File: config.mk
export PLATFORM = sky130hd
export DESIGN_NAME = clk_gate_ctrl
export DESIGN_NICKNAME = d
export VERILOG_FILES = /design/src/rtl/clk_gate_ctrl.sv
export SDC_FILE = /design/constraint.sdc
export NUM_CORES = 1
export LEC_CHECK = 0
export ABC_CLOCK_PERIOD_IN_PS = 3100
export CAP_MARGIN = 0
export CORE_MARGIN = 10
export CORE_UTILIZATION = 42
export CTS_BUF_LIST = sky130_fd_sc_hd__clkbuf_8
export CTS_CLUSTER_SIZE = 8
export DETAILED_ROUTE_END_ITERATION = 16
export GPL_TIMING_DRIVEN = 0
export PLACE_DENSITY_LB_ADDON = 0.05
export SLEW_MARGIN = 20
export SYNTH_ARGS = -nofsm -noshare
export SYNTH_HDL_FRONTEND = slang
export SYNTH_SLANG_ARGS = --single-unit
File: constraint.sdc
create_clock -name clk_i -period 3.1 [get_ports clk_i]
set_input_delay 0.62 -clock clk_i [delete_from_list [all_inputs] [get_ports clk_i]]
set_output_delay 0.62 -clock clk_i [all_outputs]
set_load 0.01 [all_outputs]
File: src/rtl/clk_gate_ctrl.sv
// Per-domain clock-gate sequencer: req/ack wake-up with fixed settling delay and
// idle hysteresis before the gate enable is dropped. Runs on the free-running clock.
module clk_gate_ctrl #(
  parameter int NUM_DOMAINS = 4,
  parameter int WAKE_CYCLES = 4,
  parameter int IDLE_CYCLES = 16
) (
  input  logic                   clk_i,
  input  logic                   rst_ni,
  input  logic                   test_en_i,
  input  logic [NUM_DOMAINS-1:0] req_i,
  input  logic [NUM_DOMAINS-1:0] force_en_i,
  input  logic [NUM_DOMAINS-1:0] busy_i,
  output logic [NUM_DOMAINS-1:0] en_o,
  output logic [NUM_DOMAINS-1:0] ack_o,
  output logic                   any_on_o
);

  localparam int MAX_CYCLES = (WAKE_CYCLES > IDLE_CYCLES) ? WAKE_CYCLES : IDLE_CYCLES;
  localparam int CW = $clog2(MAX_CYCLES + 1);
  localparam logic [CW-1:0] WAKE_LOAD = CW'(WAKE_CYCLES - 1);
  localparam logic [CW-1:0] IDLE_LOAD = CW'(IDLE_CYCLES - 1);

  typedef enum logic [1:0] {
    S_OFF,
    S_WAKE,
    S_ON,
    S_IDLE
  } state_e;

  state_e                 r_state [NUM_DOMAINS];
  logic [CW-1:0]          r_cnt   [NUM_DOMAINS];
  logic [NUM_DOMAINS-1:0] r_en;
  logic [NUM_DOMAINS-1:0] r_ack;

  logic [NUM_DOMAINS-1:0] w_wake;
  logic [NUM_DOMAINS-1:0] w_keep;

  // busy only holds a running clock; it never starts a wake-up on its own
  assign w_wake = req_i | force_en_i;
  assign w_keep = w_wake | busy_i;

  always_ff @(posedge clk_i or negedge rst_ni) begin
    if (!rst_ni) begin
      for (int d = 0; d < NUM_DOMAINS; d++) begin
        r_state[d] <= S_OFF;
        r_cnt[d]   <= '0;
      end
      r_en  <= '0;
      r_ack <= '0;
    end else begin
      for (int d = 0; d < NUM_DOMAINS; d++) begin
        case (r_state[d])
          S_OFF: begin
            if (w_wake[d]) begin
              r_state[d] <= S_WAKE;
              r_cnt[d]   <= WAKE_LOAD;
              r_en[d]    <= 1'b1;
            end
          end
          // a wake-up always runs to completion even if the request vanishes
          S_WAKE: begin
            if (r_cnt[d] == '0) begin
              r_state[d] <= S_ON;
              r_ack[d]   <= 1'b1;
            end else begin
              r_cnt[d] <= r_cnt[d] - CW'(1);
            end
          end
          S_ON: begin
            if (!w_keep[d]) begin
              r_state[d] <= S_IDLE;
              r_cnt[d]   <= IDLE_LOAD;
            end
          end
          // renewed activity beats an expiring counter, so the clock never blips off
          S_IDLE: begin
            if (w_keep[d]) begin
              r_state[d] <= S_ON;
            end else if (r_cnt[d] == '0) begin
              r_state[d] <= S_OFF;
              r_en[d]    <= 1'b0;
              r_ack[d]   <= 1'b0;
            end else begin
              r_cnt[d] <= r_cnt[d] - CW'(1);
            end
          end
          default: begin
            r_state[d] <= S_OFF;
            r_cnt[d]   <= '0;
            r_en[d]    <= 1'b0;
            r_ack[d]   <= 1'b0;
          end
        endcase
      end
    end
  end

  assign en_o     = r_en | {NUM_DOMAINS{test_en_i}};
  assign ack_o    = r_ack;
  assign any_on_o = |r_en;

endmodule

==> results of run 1 <==
## per-stage QoR
stage                     setup WS (ns)  power (mW)  cells
after floorplan                    1.41       0.819    220
after global placement            0.464       0.935    310
after detailed placement          0.592       0.942    311
after CTS                         0.592        1.31    318
after global routing              0.551        1.38    318
final                             0.607        1.29    318
## routing by layer
layer / track usage [%] / wire length [um] / up-vias
li1: - / - / 859
met2: 16.8 / 1870 / 21
met5: 0 / 0 / -
met4: 3.18 / 23 / 0
met3: 3.08 / 121 / 2
met1: 14.3 / 2220 / 771
## area by class of cell
type | instances | area, um^2
buffer | 6 | 28.8
clock buffer | 7 | 96.3
fill | 462 | 2250
inverter | 14 | 52.6
multi-input combinational | 164 | 1090
sequential | 36 | 901
tap | 67 | 83.8
timing repair buffer | 24 | 253
## registers in the layout (all words and copies together), names as in the netlist
name     cells
ack_o        4
r_cnt       20
r_en         4
r_state      8
## worst max-delay path: cells and delay by family
| family | cells | cell delay [ns] |
|---|---|---|
| buffers and inverters | 2 | 0.93 |
| AND/OR/NAND/NOR | 1 | 0.32 |
## cells in the final DEF, fill, tap and decap left out, drive strengths merged, types with 5 or more instances in the layout
master / n
a21oi: 16
buf: 5
clkbuf: 10
clkdlybuf4s50: 22
dfrtp: 36
ha: 7
inv: 14
nand2: 21
nand2b: 5
nand3: 9
nor2: 24
nor3: 10
o21ai: 17
or2: 5
## worst max path at each step
stage	startpoint	endpoint	cells after the start
floorplan	force_en_i[2]	r_cnt[5]	3
finish	test_en_i	en_o[1]	3
detailed placement	test_en_i	en_o[1]	3
global route	test_en_i	en_o[1]	3
CTS	test_en_i	en_o[1]	3
global placement	rst_ni	r_cnt[6]	1
## power breakdown
part	internal, mW	switching (mW)
Clock	0.198	0.159
Combinational	0.156	0.152
Sequential	0.541	0.0807
Total	0.895	0.392
## cells by family after synthesis
logic type,Yosys count
simple gates,94
flops,36
fa+ha+maj,7
xor+xnor,1
buf+inv,20
mux,2
compound gates,60
==> results.sh, run 1 <==
export IMPL_routed_wl_um=4230
export IMPL_critical_path_required_ns=2.48
export IMPL_cts_hold_buffers=0
export IMPL_std_cell_rows=25
export IMPL_fin_crit_sh_pct=80.4
export IMPL_start_util_pct=43.6
export IMPL_grt_max_degree=23
export IMPL_cp_arrival_ns=1.87
export IMPL_num_nets_final=273
export IMPL_ctsResizeCount=0
export IMPL_fin_util_pct=52.7
export IMPL_dieHeight_um=90.3
export IMPL_ys_top_cells_by_count="dfrtp_1 (36), nor2_1 (24), nand2_1 (21)"
export IMPL_synthAdderAreaFrac_pct=4.22
export IMPL_synth_top_family_by_area="simple AND/OR/NAND/NOR gates"
export IMPL_reg2reg_to="r_cnt[7]"
export IMPL_io_buffers=23
export IMPL_post_cts_buffers=0
export IMPL_yosysTopAreaCell="dfrtp_1"
export IMPL_synthFlopType="dfrtp_1"
export IMPL_grt_pass1_vias=1573
export IMPL_reg2regPathDepth=6
export IMPL_yosysMostFrequentCell="dfrtp_1"
export IMPL_cts_sinks=36
export IMPL_diodes=0
export IMPL_hp_class="primary input to asynchronous set/reset pin"
export IMPL_avgSynthCellArea_um2=9.43
export IMPL_drive_above_1_share_pct=11.6
export IMPL_grt_usage_pct=10.8
export IMPL_max_stage_delay_ns=0.49
export IMPL_place_area_um2=2410
export IMPL_antenna_found_initial=0
export IMPL_vias_per_cell=5.20
export IMPL_synth_edff_count=0
export IMPL_path_class="primary input to output port"
export IMPL_cellPowerDensity_nw_per_um2=513
export IMPL_ys_seq_area_share_pct=43.4
export IMPL_syn2layout_area_growth_pct=20.9
export IMPL_cts_htree_levels=2
export IMPL_hold_violations=0
export IMPL_layout_min_cycle_time_ns=2.49
export IMPL_drt_pre_antenna_iters=4
export IMPL_path_clk_slew_ns=0.08
export IMPL_synth_simple_area_share_pct=25.4
export IMPL_synth_compound_area_share_pct=21.4
export IMPL_gr_total_overflow=0
export IMPL_synthMuxAreaShare_pct=1.27
export IMPL_crit_top_cell="clkdlybuf4s50_1"
export IMPL_syn_inst=220
export IMPL_via_count=1653
export IMPL_grt_pass1_wl_um=7490
export IMPL_finClkSkew_ns=0.0115
export IMPL_synthTopCellsByArea="dfrtp_1 (43%), nor2_1 (4.3%), ha_1 (4.2%), nand2_1 (3.8%), a21oi_1 (3.6%)"
export IMPL_power_leakage_nw=1.07
export IMPL_tightest_slew_ns=0.460
export IMPL_ys_types=54
export IMPL_netlist_area_leader_share_pct=43.4
export IMPL_rrSetupSlack_ns=1.45
export IMPL_wl_per_cell_um=13.3
export IMPL_fin_setup_tns_ns=0
export IMPL_slowest_stage="clkdlybuf4s50_1"
export IMPL_cts_tree="built"
export IMPL_drcViolationCount=0
export IMPL_dpl_hpwl_um=3170
export IMPL_rsz0062_at_grt="false"
export IMPL_hold_ws_ns=0.259
export IMPL_cts_buffers=5
export IMPL_die_area_um2=8150
export IMPL_max_freq_mhz=401
export IMPL_synth_xor_area_share_pct=0.422
export IMPL_synthesis_nets=242
export IMPL_clock_latency_ns=0.28
export IMPL_cp_max_fo=4
export IMPL_setup_viol=0
export IMPL_antenna_left=0
export IMPL_r2r_start="r_cnt[5]"
export IMPL_gp_congestion=0.803
export IMPL_drt_iter0_markers=59
export IMPL_cts_root_buf="clkbuf_8"
export IMPL_ys_ff_latch=36
export IMPL_synthesis_area_um2=2070
export IMPL_startpoint_type="primary input"
export IMPL_crit_chain="clkdlybuf4s50_1, or2_2, clkdlybuf4s50_1"
export IMPL_io_pins=24
export IMPL_async_reset_ff_share_pct=100
export IMPL_clockBufferDepth=2
export IMPL_peakVddDrop_v=0.000298
export IMPL_yosysWarnings=0
export IMPL_finalInstanceArea_um2=2510
export IMPL_maxCapViolCount=0
export IMPL_end_kind="output port"
export IMPL_die_w_um=90.3
export IMPL_slew_violations=0
export IMPL_status="complete, no violations"
export IMPL_core_area_um2=4750
export IMPL_relSlewSlack_pct=69.1
Note: power is estimated with default switching activity, not from simulation.
==> run 2, diff against run 1 <==
--- a/config.mk
+++ b/config.mk
@@ -5,7 +5,7 @@
 export SDC_FILE = /design/constraint.sdc
 export NUM_CORES = 1
 export LEC_CHECK = 0
-export ABC_CLOCK_PERIOD_IN_PS = 3100
+export ABC_CLOCK_PERIOD_IN_PS = 2300
 export CAP_MARGIN = 0
 export CORE_MARGIN = 10
 export CORE_UTILIZATION = 42
==> constraint.sdc (replaced) <==
create_clock -name clk_i -period 2.3 [get_ports clk_i]
set_input_delay 0.46 -clock clk_i [delete_from_list [all_inputs] [get_ports clk_i]]
set_output_delay 0.46 -clock clk_i [all_outputs]
set_load 0.01 [all_outputs]
==> results of run 2 <==
The final DEF is identical to that of run 1. Status: complete, no violations.
Among the figures that moved: setup slack after placement 0.592 ns -> 0.105 ns; setup slack after layout 0.607 ns -> 0.127 ns; hold slack 0.259 ns -> 0.0993 ns; register-to-register setup slack 1.45 ns -> 0.65 ns; total power 1.29 mW -> 1.73 mW; worst IR drop on VDD 0.000298 V -> 0.000402 V
==> run 3, diff against run 2 <==
--- a/config.mk
+++ b/config.mk
@@ -10,6 +10,7 @@
 export CORE_MARGIN = 10
 export CORE_UTILIZATION = 42
 export CTS_BUF_LIST = sky130_fd_sc_hd__clkbuf_8
+export CTS_CLUSTER_DIAMETER = 50
 export CTS_CLUSTER_SIZE = 8
 export DETAILED_ROUTE_END_ITERATION = 16
 export GPL_TIMING_DRIVEN = 0
==> results of run 3 <==
The final DEF is identical to that of run 1. Status: complete, no violations.
Among the figures that moved: setup slack after placement 0.592 ns -> 0.105 ns; setup slack after layout 0.607 ns -> 0.127 ns; hold slack 0.259 ns -> 0.0993 ns; register-to-register setup slack 1.45 ns -> 0.65 ns; total power 1.29 mW -> 1.73 mW; worst IR drop on VDD 0.000298 V -> 0.000402 V
